`src/rtl/write_ctrl_pkg.sv`:
```
// Shared types and constants for the SDRAM write master controller.
package write_ctrl_pkg;

  typedef enum logic [2:0] {
    IDLE,
    WAIT_BUF,
    WRITE,
    GROUP_END,
    DONE
  } wr_state_t;

  localparam int         PIXEL_W    = 24;
  localparam int         BUS_W      = 32;
  localparam logic [3:0] BYTEEN_ALL = 4'hF;

endpackage

```
`src/rtl/flex_counter.sv`:
```
// Counts 0..rollover_val-1 on count_enable, then wraps to 0; clear has priority over enable.
module flex_counter #(
  parameter int NUM_BITS = 3
) (
  input  logic                clk,
  input  logic                n_rst,
  input  logic                clear,
  input  logic                count_enable,
  input  logic [NUM_BITS:0]   rollover_val,
  output logic [NUM_BITS-1:0] count_out
);

  logic [NUM_BITS:0] next_val;

  // One extra bit so a rollover value of 2^NUM_BITS is still representable.
  assign next_val = {1'b0, count_out} + {{NUM_BITS{1'b0}}, 1'b1};

  always_ff @(posedge clk or negedge n_rst) begin
    if (!n_rst) begin
      count_out <= '0;
    end else if (clear) begin
      count_out <= '0;
    end else if (count_enable) begin
      if (next_val == rollover_val) count_out <= '0;
      else                          count_out <= next_val[NUM_BITS-1:0];
    end
  end

endmodule

```
`src/rtl/write_master_controller.sv`:
```
// Drains complete pixel groups from the ping-pong write buffer into single-word
// Avalon-MM writes at incrementing addresses, counting pixels up to a full frame.
module write_master_controller
  import write_ctrl_pkg::*;
#(
  parameter int GROUP_SIZE   = 6,
  parameter int FRAME_PIXELS = 307200,
  parameter int ADDR_STEP    = 4
) (
  input  logic               clk,
  input  logic               n_rst,
  input  logic               start,
  input  logic [BUS_W-1:0]   base_addr,
  input  logic               abort,
  input  logic               buf_ready,
  input  logic [PIXEL_W-1:0] buf_data,
  output logic               buf_pop,
  output logic [BUS_W-1:0]   master_address,
  output logic               master_write,
  output logic [BUS_W-1:0]   master_writedata,
  output logic [3:0]         master_byteenable,
  input  logic               master_waitrequest,
  output logic               group_done,
  output logic               frame_done,
  output logic               busy,
  output wr_state_t          dbg_state
);

  localparam int               WC_W      = $clog2(GROUP_SIZE);
  localparam int               PC_W      = $clog2(FRAME_PIXELS + 1);
  localparam logic [WC_W-1:0]  WORD_LAST = WC_W'(GROUP_SIZE - 1);
  localparam logic [PC_W-1:0]  FRAME_END = PC_W'(FRAME_PIXELS);
  localparam logic [BUS_W-1:0] STEP      = BUS_W'(ADDR_STEP);

  // Handshake: a write is presented while master_write=1 and is accepted on any
  // such cycle with master_waitrequest=0; address and data stay put until then,
  // and buf_pop pulses in that same accepting cycle.

  wr_state_t        state;
  logic [BUS_W-1:0] addr;
  logic [PC_W-1:0]  pix_cnt;
  logic [WC_W-1:0]  word_cnt;
  logic             abort_pend;
  logic             accept;
  logic             cnt_clear;
  logic             last_word;

  assign accept    = (state == WRITE) && !master_waitrequest;
  assign cnt_clear = (state == WAIT_BUF) && buf_ready && !abort;
  assign last_word = (word_cnt == WORD_LAST);

  flex_counter #(
    .NUM_BITS(WC_W)
  ) u_word_cnt (
    .clk         (clk),
    .n_rst       (n_rst),
    .clear       (cnt_clear),
    .count_enable(accept),
    .rollover_val((WC_W + 1)'(GROUP_SIZE)),
    .count_out   (word_cnt)
  );

  always_ff @(posedge clk or negedge n_rst) begin
    if (!n_rst) begin
      state      <= IDLE;
      addr       <= '0;
      pix_cnt    <= '0;
      abort_pend <= 1'b0;
    end else begin
      case (state)
        IDLE: begin
          if (start && !abort) begin
            addr    <= base_addr;
            pix_cnt <= '0;
            state   <= WAIT_BUF;
          end
        end
        WAIT_BUF: begin
          if (abort)          state <= IDLE;
          else if (buf_ready) state <= WRITE;
        end
        WRITE: begin
          // A stalled request cannot be withdrawn, so an abort is remembered
          // until the pending word is accepted.
          if (accept) begin
            addr       <= addr + STEP;
            pix_cnt    <= pix_cnt + PC_W'(1);
            abort_pend <= 1'b0;
            if (abort || abort_pend) state <= IDLE;
            else if (last_word)      state <= GROUP_END;
          end else if (abort) begin
            abort_pend <= 1'b1;
          end
        end
        GROUP_END: begin
          if (abort)                     state <= IDLE;
          else if (pix_cnt == FRAME_END) state <= DONE;
          else                           state <= WAIT_BUF;
        end
        DONE:    state <= IDLE;
        default: state <= IDLE;
      endcase
    end
  end

  assign master_write      = (state == WRITE);
  assign master_address    = addr;
  assign master_writedata  = master_write ? {{(BUS_W - PIXEL_W){1'b0}}, buf_data} : '0;
  assign master_byteenable = master_write ? BYTEEN_ALL : 4'b0000;
  assign buf_pop           = accept;
  assign group_done        = (state == GROUP_END) && !abort;
  assign frame_done        = (state == DONE) && !abort;
  assign busy              = (state != IDLE);
  assign dbg_state         = state;

endmodule
```
`config.mk`:
```
export PLATFORM = sky130hd
export DESIGN_NAME = write_master_controller
export DESIGN_NICKNAME = d
export VERILOG_FILES = /design/src/rtl/write_ctrl_pkg.sv /design/src/rtl/flex_counter.sv /design/src/rtl/write_master_controller.sv
export SDC_FILE = /design/constraint.sdc
export NUM_CORES = 1
export LEC_CHECK = 0
export BUFFER_PORTS_ARGS = -buffer_cell sky130_fd_sc_hd__buf_4
export CORE_MARGIN = 2
export CORE_UTILIZATION = 54
export DETAILED_ROUTE_END_ITERATION = 8
export PLACE_DENSITY = 0.86
export SLEW_MARGIN = 0
export SYNTH_ARGS = -nofsm -noshare
export SYNTH_HDL_FRONTEND = slang
export SYNTH_HIERARCHICAL = 1
export SYNTH_SLANG_ARGS = --single-unit
```
`constraint.sdc`:
```
create_clock -name clk -period 4.41 [get_ports clk]
set_input_delay 1.323 -clock clk [delete_from_list [all_inputs] [get_ports clk]]
set_output_delay 1.323 -clock clk [all_outputs]
set_load 0.05 [all_outputs]
```
# Yosys cells after proc, flatten, opt, wreduce, memory -nomap -nowiden
# Cells that the tools add are included.
[word_totals]
regBits = 58
wordCells = 58
input_bits = 62
[op_classes]
add_sub_neg = 3
eq_ne = 11
n_mux = 22
n_reduce_logical = 17
[ops]
columns = ["op", "n"]
rows = [
  ["32-bit 2-to-1 mux", 2],
  ["32-bit one-hot mux with 2 select lines", 1],
  ["19-bit 2-to-1 mux", 2],
  ["19-bit one-hot mux with 2 select lines", 1],
  ["3-bit 2-to-1 mux", 11],
  ["32-bit by 3-bit adder with 32-bit output, second input constant", 1],
  ["24-bit 2-to-1 mux", 1],
  ["19-bit by 1-bit adder with 19-bit output, second input constant", 1],
  ["19-bit == test, second input constant", 1],
  ["3-bit one-hot mux with 4 select lines", 1],
  ["3-bit by 2-bit == test with 1-bit output, second input constant", 2],
  ["3-bit == test, second input constant", 2],
  ["1-bit logical AND", 6],
  ["2-bit nonzero test", 3],
  ["3-bit by 1-bit adder with 4-bit output, second input constant", 1],
  ["4-bit by 3-bit == test with 1-bit output, second input constant", 1],
  ["4-bit 2-to-1 mux", 1],
  ["2-bit != test, second input constant", 2],
  ["4-bit AND reduction", 1],
  ["3-bit by 1-bit == test with 1-bit output, second input constant", 1],
  ["3-bit logical NOT", 1],
  ["3-bit by 1-bit != test with 1-bit output, second input constant", 1],
  ["3-bit != test, second input constant", 1],
  ["3-bit AND reduction", 1],
  ["5 further kinds", 7],
]

# Depth between registers and ports, before layout
# Gate-level depths: netlist (run 1).
[depth]
depth_word = 5
depth_mapped = 8

# Hierarchy
# Netlist (run 1), hierarchy kept.
[modules_own_cells]
columns = ["mod", "area_per_inst_um2", "cells_each", "n_inst", "seq_area_each_um2"]
rows = [
  ["write_master_controller", 3557.2, 425, 1, 1376.3],
  ["flex_counter", 244.0, 24, 1, 75.1],
]

# Worst setup path after synthesis (run 1)
# Ideal clock, no wire load.
[synth_path]
kind = "input -> output"
start = "input port abort"
end = "output port frame_done"
stages = 2
required_time_ns = 3.087
n_path_buf = 1
slack_ns = -0.004
arrival_time_ns = 3.091
path_cell_list = "buf_2 > nor4b_1"
[synth_via]
elab_chain_len = 2
[synth_lines]
columns = ["item", "line_no", "source"]
rows = [
  ["start: declaration", "write_master_controller.sv:14", "input logic abort,"],
  ["1-bit logical NOT", "write_master_controller.sv:112", "assign frame_done = (state == DONE) && !abort;"],
  ["1-bit logical AND", "write_master_controller.sv:112", ""],
  ["end: declaration", "write_master_controller.sv:24", "output logic frame_done,"],
]
# No other way between the ends.

# Worst setup path in the final report (run 1)
[layout_path]
start = "input port master_waitrequest"
end = "output port buf_pop"
[layout_via]
elab_chain_len = 2
[layout_lines]
columns = ["item", "line_no", "source"]
rows = [
  ["start: declaration", "write_master_controller.sv:22", "input logic master_waitrequest,"],
  ["1-bit logical NOT", "write_master_controller.sv:48", "assign accept = (state == WRITE) && !master_waitrequest;"],
  ["1-bit logical AND", "write_master_controller.sv:48", ""],
  ["end: declaration", "write_master_controller.sv:17", "output logic buf_pop,"],
]
# No other way between the ends.

==> results of run 1 <==
-- flip-flops by register name (all words and copies together), names as in the netlist --
signal                flops
abort_pend                1
dbg_state                 3
master_address           32
pix_cnt                  19
u_word_cnt/count_out      3
-- layout by cell type (no fill, tap or decap), types with 4 or more instances in the layout --
master / instances
a211oi_1: 5
a21oi_1: 38
a2bb2oi_1: 8
and3_1: 36
buf_4: 137
bufinv_16: 4
clkbuf_8: 12
conb_1: 14
dfrtp_1: 58
ha_1: 4
inv_1: 10
nand2_1: 40
nand3_1: 18
nand4_1: 10
nor2_1: 40
nor2b_1: 5
nor3_1: 9
nor3b_1: 4
nor4_1: 4
o21ai_0: 31
o22ai_1: 8
or3_1: 6
xnor2_1: 11
xor2_1: 6
-- metrics by stage --
step                instance area (µm²)  hold slack [ns]
floorplan                          3850            0.479
global placement                   4800            0.470
detailed placement                 4800            0.487
CTS                                5080            0.503
global route                       5080            0.524
finish                             5080            0.494
-- per-layer routing --
layer / track usage, % / part of all wire (%)
met5: 0 / 0
met4: 12.3 / 1.7
met3: 6.22 / 8.2
met2: 49.7 / 50
met1: 36.4 / 40
-- final cells by class --
type	count	area, µm²
multi-input combinational	355	2160
fill	493	1710
sequential	58	1450
timing repair buffer	137	1030
clock buffer	12	165
clock inverter	4	120
tap	96	120
inverter	11	41.3
-- how the worst min path moves through the flow --
| stage | startpoint | endpoint | slack, ns | cells after the start |
|---|---|---|---|---|
| after floorplan | abort_pend | abort_pend | 0.48 | 2 |
| after global placement | master_address[1] | master_address[1] | 0.47 | 2 |
| after detailed placement | master_address[1] | master_address[1] | 0.49 | 2 |
| after CTS | master_address[1] | master_address[1] | 0.50 | 2 |
| after global routing | master_address[0] | master_address[0] | 0.52 | 2 |
| final | master_address[0] | master_address[0] | 0.49 | 2 |
-- power groups by stage --
stage                     clock (mW)  sequential (mW)  combinational [mW]
final                          0.696            0.995                1.99
after global routing           0.726             1.03                2.12
after CTS                      0.701            0.985                1.99
after detailed placement           0            0.995                1.98
after global placement             0            0.978                1.93
after floorplan                    0             1.43               0.958
-- worst max-delay path, delay by kind of cell --
| family | cells | cell delay, ns |
|---|---|---|
| and+or+nand+nor | 2 | 0.52 |
| buffers and inverters | 2 | 0.37 |
-- cells by family (layout without fill, tap and decap cells) --
group,Yosys count,after routing
AO/OA/AOI/OAI,117,117
XOR/XNOR,18,18
adder cells (fa/ha/maj),4,4
buffers and inverters,48,164
flip-flops,58,58
multiplexers,2,2
other,2,14
AND/OR/NAND/NOR,200,200
==> run summary, run 1 <==
Register area share after synthesis: 38.2%
First-pass GRT wire length: 17600 µm
Vias in the first global route: 3816
Critical path destination: buf_pop
GP Congestion: 0.863
GR Overflow Total: 0
Minimum clock period: 3.54 ns
Leakage: 2.39 nW
Via count: 4044
DR vias/cell: 6.01
Compound-Gate Fraction of Synth Area: 19.8%
Synth Area in XOR/XNOR: 4.58%
Clk sink count: 58
Layout Cells excl Fill: 673
Cell Area, Synth: 0.00380 mm²
Sequential share of power: 27.0%
Area contributors post-synth: dfrtp_1 38%, and3_1 5.9%, a21oi_1 5.0%
Ant. Diodes: 0
CTS tree: built
DIE AREA: 0.00773 mm²
Crit path top cell by count: buf_4
Setup crit end kind: primary output
#FFs+latches synth: 58
Power Density: 725 mW/mm²
CTS max path bufs: 2
Crit Path Class: input port to primary output
Setup Fix Bufs, Post-CTS: 0
Layout cells sized above 1: 30.3%
Simple-gate share of the synthesized area: 28.8%
Core Box Area: 0.00679 mm²
Final setup vio count: 0
Number of synthesized flops with an enable pin: 0
Async SR Flop Fraction: 100%
Final WS setup: 0.873 ns
Post-Place Setup Slack: 0.872 ns
Mux cell area share after synthesis: 0.527%
WP data arrival: 2.21 ns
Reg2reg end: master_address[5]
Tcrit/Tclk final: 80.2%
CP required: 3.09 ns
Placed Cells: 657
Post-Syn Instances: 449
Die Span X: 87.9 µm
HPWL Detailed: 7650 µm
Fin. max-slew vios: 0
Largest stage delay, worst path: 0.33 ns
Commonest cells post-synth: 58 x dfrtp_1, 40 x nand2_1, 40 x nor2_1, 38 x a21oi_1, 36 x and3_1
Final ANT Viol Nets: 0
Detailed Routing Iterations Pass 1: 6
FP Rows: 30
Worst IR Drop VDD: 0.000308 V
CTS clock-pin slew for the worst setup and hold paths: 0.07 ns
Setup TNS: 0 ns
CP max stage cell: or2b_1
Max Cap Viol: 0
RSZ-0062 raised after global routing: false
Clock share of power: 18.9%
Starting Density: 55.9%
Mapped Avg Cell Area: 8.47 µm²
Most common cell in the netlist: dfrtp_1
Switching Power: 1.87 mW
Gate power share: 54.1%
Layout Skew: 0.0108 ns
Height of the die: 87.9 µm
Largest net degree at the start of global routing: 59
Worst-path cell chain: buf_4, or2b_1, nor3_2, buf_4
Max Clock Freq: 283 MHz
Hold Crit Class: register to register
Unique cell type count in the Yosys netlist: 60
R2R depth: 6
Beginning of the critical path: master_waitrequest
Synth Area in Adders: 1.32%
Final Hold Viols: 0
R2r startpoint: dbg_state[1]
CP Max Fanout: 5
Leading area contributor after synthesis: dfrtp_1
Port bufs: 129
PostCTS Resize Cnt: 0
Switching share of total power: 50.7%
Total power: 3.69 mW
Largest family of logic cells by synthesized area: simple AND/OR/NAND/NOR gates
Top FF cell, synth: dfrtp_1
Syn. warnings: 6
Post-synth top area share: 38.2%
Skew-Pair Late Insertion Delay: 0.35 ns
Int Pwr: 1.82 mW
CTS root buffer: clkbuf_8
Reg2reg setup slack: 1.82 ns
Crit start category: input port
DRC: 0
Worst slew pin tran: 0.936 ns
Total GRT Usage: 29.4%
H-tree depth: 3
Synth-to-Final Area Change: 33.7%
Post-Route WL: 10900 µm
Status: completed
DRT iter0 DRCs: 318
Antenna violations before repair: 0
Final nets: 638
Hold_buf cts: 0
Final Core Density: 74.8%
Worst slew margin: 37.6%
Num CTS Buffers: 9
WL per Instance: 16.3 µm
IO Pins: 138
Note: power is estimated with default switching activity, not from simulation.
==> run 2, diff against run 1 <==
--- a/config.mk
+++ b/config.mk
@@ -7,9 +7,9 @@
 export LEC_CHECK = 0
 export BUFFER_PORTS_ARGS = -buffer_cell sky130_fd_sc_hd__buf_4
 export CORE_MARGIN = 2
-export CORE_UTILIZATION = 54
+export CORE_UTILIZATION = 50
 export DETAILED_ROUTE_END_ITERATION = 8
-export PLACE_DENSITY = 0.86
+export PLACE_DENSITY = 0.81
 export SLEW_MARGIN = 0
 export SYNTH_ARGS = -nofsm -noshare
 export SYNTH_HDL_FRONTEND = slang
==> constraint.sdc (replaced) <==
create_clock -name clk -period 3.7 [get_ports clk]
set_input_delay 1.11 -clock clk [delete_from_list [all_inputs] [get_ports clk]]
set_output_delay 1.11 -clock clk [all_outputs]
set_load 0.05 [all_outputs]
==> run 2 against run 1 <==
  * Worst hold slack worse by 0.0094 ns
  * Clock skew shrank 0.0018 ns
  * Non-clock buffer count up 3
  * Combinational power rose by 22%
  * Largest power group unchanged
==> run summary, run 2 (same netlist as run 1, synthesis figures left out) <==
Status: completed
Total GRT Usage: 26.7%
Worst slew margin: 38.2%
CTS clock-pin slew for the worst setup and hold paths: 0.07 ns
IO Pins: 138
Layout cells sized above 1: 30.4%
RSZ-0062 raised after global routing: false
HPWL Detailed: 7910 µm
Top Layer Used: met4
Antenna violations before repair: 0
H-tree depth: 3
PostCTS Resize Cnt: 0
Most frequent cells in the layout: 140 x buf_4, 58 x dfrtp_1, 40 x nor2_1, 40 x nand2_1, 38 x a21oi_1
CP max stage cell: dfrtp_1
Fillcell total: 611
Num CTS Buffers: 9
Power Density: 829 mW/mm²
DRT iter0 DRCs: 197
M1 WL: 4570 µm
Final setup vio count: 0
Hold_buf cts: 0
Ant. Diodes: 0
Worst IR Drop VDD: 0.000581 V
CP Max Fanout: 22
GP Congestion: 0.859
Largest stage delay, worst path: 0.51 ns
DRC: 0
Height of the die: 91.2 µm
Max Clock Freq: 313 MHz
GR Overflow Total: 0
Skew-Pair Late Insertion Delay: 0.34 ns
WL met3: 829 µm
Crit start category: register
FP Rows: 31
Die Span X: 91.2 µm
Tcrit/Tclk final: 86.4%
Worst slew pin tran: 0.921 ns
Starting Density: 52.1%
R2R depth: 6
Max Cap Viol: 0
Setup Fix Bufs, Post-CTS: 0
Final nets: 641
First-pass GRT wire length: 18100 µm
DIE AREA: 0.00832 mm²
Via count: 3982
Critical path destination: master_write
Hold Crit Class: register to register
DR vias/cell: 5.88
Setup TNS: 0 ns
Layout Skew: 0.00893 ns
CTS max path bufs: 2
Synth-to-Final Area Change: 31.9%
Reg2reg end: master_address[30]
Core Box Area: 0.00729 mm²
Final ANT Viol Nets: 0
Largest net degree at the start of global routing: 59
Crit Path Class: register to primary output
Post-Route WL: 11000 µm
Reg2reg setup slack: 1.30 ns
Beginning of the critical path: dbg_state[2]
CTS tree: built
CP required: 2.59 ns
Max FFs per register: 32
WP data arrival: 2.09 ns
Final Core Density: 68.8%
Final Hold Viols: 0
Leakage: 2.37 nW
R2r startpoint: dbg_state[2]
Port bufs: 129
Clk sink count: 58
Fin. max-slew vios: 0
Detailed Routing Iterations Pass 1: 4
Worst-path cell chain: nor2_1, nand2_1, inv_2, buf_4
Setup crit end kind: primary output
Most common cell after layout, fill and taps aside: buf_4
Met2 Routed Length: 5510 µm
WL per Instance: 16.3 µm
Minimum clock period: 3.20 ns
Vias in the first global route: 3797
Total power: 4.16 mW
CTS root buffer: clkbuf_8
run 2: cell count changes in the layout (fill, tap and decap cells not counted), sizes merged:
| cell | previous run | this run |
|---|---|---|
| bufinv | 4 | 1 |
| clkbuf | 12 | 11 |
| clkinv | 0 | 2 |
| buf | 137 | 140 |
run 2: per-stage QoR:
| step | area (µm²) | hold slack [ns] | worst slack, ns | instances |
|---|---|---|---|---|
| global route | 5010 | 0.511 | 0.233 | 677 |
| global placement | 4820 | 0.460 | 0.595 | 663 |
| CTS | 5010 | 0.483 | 0.495 | 677 |
| detailed placement | 4820 | 0.469 | 0.589 | 663 |
| floorplan | 3850 | 0.479 | 0.220 | 461 |
| finish | 5010 | 0.484 | 0.504 | 677 |
run 2: final cells by class:
cell class / instances / area [µm²] / share of cell area [%]
Timing Repair Buffer: 140 / 1050 / 21.0
Clock inverter: 3 / 40.0 / 0.798
Tap cell: 99 / 124 / 2.47
Sequential cell: 58 / 1450 / 28.9
Inverter: 11 / 41.3 / 0.823
Clock buffer: 11 / 151 / 3.02
Multi-Input combinational cell: 355 / 2160 / 43.0
run 2: power by group:
part / total, mW / internal (mW) / switching [mW]
Clock: 0.587 / 0.338 / 0.249
Sequential: 1.15 / 0.846 / 0.300
Combinational: 2.43 / 0.766 / 1.66
Total: 4.16 / 1.95 / 2.21
run 2: worst min path at each step:
stage | from | to | slack, ns | depth (start not counted)
after floorplan | abort_pend | abort_pend | 0.48 | 2
after global placement | master_address[1] | master_address[1] | 0.46 | 2
after detailed placement | master_address[1] | master_address[1] | 0.47 | 2
after CTS | master_address[1] | master_address[1] | 0.48 | 2
after global routing | master_address[1] | master_address[1] | 0.51 | 2
final | master_address[1] | master_address[1] | 0.48 | 2
run 2: worst max-delay path, delay by kind of cell (launching register included):
kind,cells,cell delay (ns)
and+or+nand+nor,2,0.65
buffers and inverters,2,0.58
DFF,1,0.51
run 2: metal layers:
metal  vias to the layer above  global-route usage, %
met2                       182                   44.5
li1                       1877                      -
met1                      1910                   34.8
met4                         0                   8.46
met3                        13                   5.89
met5                         -                      0
==> run 3, diff against run 2 <==
--- a/config.mk
+++ b/config.mk
@@ -10,6 +10,7 @@
 export CORE_UTILIZATION = 50
 export DETAILED_ROUTE_END_ITERATION = 8
 export PLACE_DENSITY = 0.81
+export RECOVER_POWER = 100
 export SLEW_MARGIN = 0
 export SYNTH_ARGS = -nofsm -noshare
 export SYNTH_HDL_FRONTEND = slang
==> run 3 against run 2 <==
  * Sequential power about the same
  * Design area decreased by 5.0%
  * Highest routed layer unchanged
  * Via count decreased by 0.23%
  * Sequential share of layout area increased by 1.5 points
  * Largest cell class unchanged
  * Register-to-register slack got worse by 0.83 ns
  * Clock power about the same
  * Fmax decreased by 4.0%
  * Global-route usage unchanged
  * Critical path type unchanged
==> run summary, run 3 (same netlist as run 1, synthesis figures left out) <==
Worst path buffer plus inverter count: 2
Most frequent cells in the layout: 64 x buf_4, 58 x dfrtp_1, 43 x clkbuf_1, 40 x nor2_1, 40 x nand2_1
DIE AREA: 0.00832 mm²
Port bufs: 129
Beginning of the critical path: dbg_state[1]
Synth-to-Final Area Change: 25.3%
Antenna violations before repair: 0
Final setup vio count: 0
Total GRT Usage: 26.7%
Int Pwr: 1.73 mW
Reg2reg setup slack: 0.47 ns
R2r startpoint: dbg_state[1]
Hold_buf cts: 0
Starting Density: 52.1%
Layout Skew: 0.0107 ns
Minimum clock period: 3.33 ns
Hold Slack: 0.477 ns
Switching share of total power: 55.9%
Multi-input logic area: 0.00215 mm²
Ant. Diodes: 0
FP Rows: 31
Crit start category: register
RSZ-0062 raised after global routing: false
Sequential share of power: 29.0%
Switching Power: 2.20 mW
HPWL Detailed: 7910 µm
DRT iter0 DRCs: 233
First-pass GRT wire length: 18100 µm
Setup crit end kind: primary output
Total power: 3.94 mW
Core Box Area: 0.00729 mm²
CP delay by family, top: buffers and inverters
Leakage: 2.18 nW
Clk sink count: 58
Via count: 3973
WP data arrival: 2.22 ns
Tcrit/Tclk final: 89.9%
Top Layer Used: met4
Final nets: 641
CTS clock-pin slew for the worst setup and hold paths: 0.07 ns
CP required: 2.59 ns
Gate power share: 56.1%
Detailed Routing Iterations Pass 1: 5
Setup TNS: 0 ns
WL per Instance: 16.2 µm
Most common cell after layout, fill and taps aside: buf_4
Worst IR Drop VDD: 0.000543 V
Fin. max-slew vios: 0
Hold_sp: master_address[1]
Num CTS Buffers: 9
Worst slew margin: 1.17%
Max Clock Freq: 300 MHz
Worst slew pin tran: 1.48 ns
PostCTS Resize Cnt: 0
Vias in the first global route: 3797
Height of the die: 91.2 µm
Die Span X: 91.2 µm
M1 WL: 4570 µm
Final ANT Viol Nets: 0
H-tree depth: 3
CTS max path bufs: 2
Max Cap Viol: 0
Max FFs per register: 32
Worst-path cell chain: clkbuf_1, nor4b_2, clkbuf_1
Largest stage delay, worst path: 0.55 ns
DR vias/cell: 5.87
GP Congestion: 0.859
Power Density: 826 mW/mm²
Final Hold Viols: 0
Setup Fix Bufs, Post-CTS: 0
CP max stage cell: clkbuf_1
WL met3: 865 µm
DRC: 0
Layout cells sized above 1: 22.7%
Post-Route WL: 11000 µm
IO Pins: 138
Largest net degree at the start of global routing: 59
Met2 Routed Length: 5420 µm
CTS root buffer: clkbuf_8
Status: completed
Fillcell total: 689
CP Max Fanout: 33
Skew-Pair Late Insertion Delay: 0.34 ns
Clock share of power: 15.0%
Crit Path Class: register to primary output
Flip-flop and latch area: 0.00145 mm²
GR Overflow Total: 0
Crit path top cell by count: clkbuf_1
Hold Crit Class: register to register
CTS tree: built
run 3: cell types whose count changed in the layout (fill, tap and decap cells not counted):
| cell | before | now |
|---|---|---|
| nor3_2 | 1 | 0 |
| or3b_1 | 0 | 1 |
| or3b_4 | 1 | 0 |
| clkbuf_2 | 0 | 33 |
| clkbuf_1 | 0 | 43 |
| nor3_1 | 9 | 10 |
| buf_4 | 140 | 64 |
run 3: final timing paths:
| check | endpoint | cells past startpoint |
|---|---|---|
| max | frame_done | 3 |
| min | master_address[1] | 2 |
| max reg2reg | master_address[8] | 7 |
| min reg2reg | master_address[1] | 2 |
| max in group asynchronous | master_address[15] | 1 |
| min in group asynchronous | master_address[30] | 1 |
run 3: final cells by class:
cell class | count | area share, %
clock inverter | 3 | 0.841
clock buffer | 11 | 3.18
sequential | 58 | 30.5
tap | 99 | 2.60
multi-input combinational | 355 | 45.1
inverter | 11 | 0.867
timing repair buffer | 140 | 16.9
run 3: routing by layer:
layer / up-vias / global-route usage (%)
met5: - / 0
met4: 0 / 8.46
met3: 14 / 5.89
met2: 192 / 44.5
met1: 1893 / 34.8
li1: 1874 / -
run 3: through the flow:
stage | instance area, µm² | std cells | setup WS [ns] | util (%)
after floorplan | 3850 | 461 | 0.220 | -
after global placement | 4820 | 663 | 0.595 | 66.1
after detailed placement | 4820 | 663 | 0.589 | 66.1
after CTS | 5010 | 677 | 0.495 | 68.8
after global routing | 4760 | 677 | 0.132 | 65.3
final | 4760 | 677 | 0.372 | 65.3
run 3: worst register-to-register path, stage by stage, from the launching register on:
cell and delay [ns]:
dfrtp_1 0.46, clkbuf_1 0.81, nor3b_1 0.21, o21ai_1 0.76, clkbuf_1 0.58, a21oi_1 0.11, nor2_1 0.12, a21oi_1 0.05
run 3: power groups by stage:
stage	Combinational (mW)	Sequential [mW]	Clock (mW)
2_1_floorplan	1.14	1.70	0
3_3_place_gp	2.38	1.13	0
3_5_place_dp	2.42	1.15	0
4_1_cts	2.43	1.14	0.592
5_1_grt	2.37	1.18	0.623
6_report	2.21	1.14	0.589
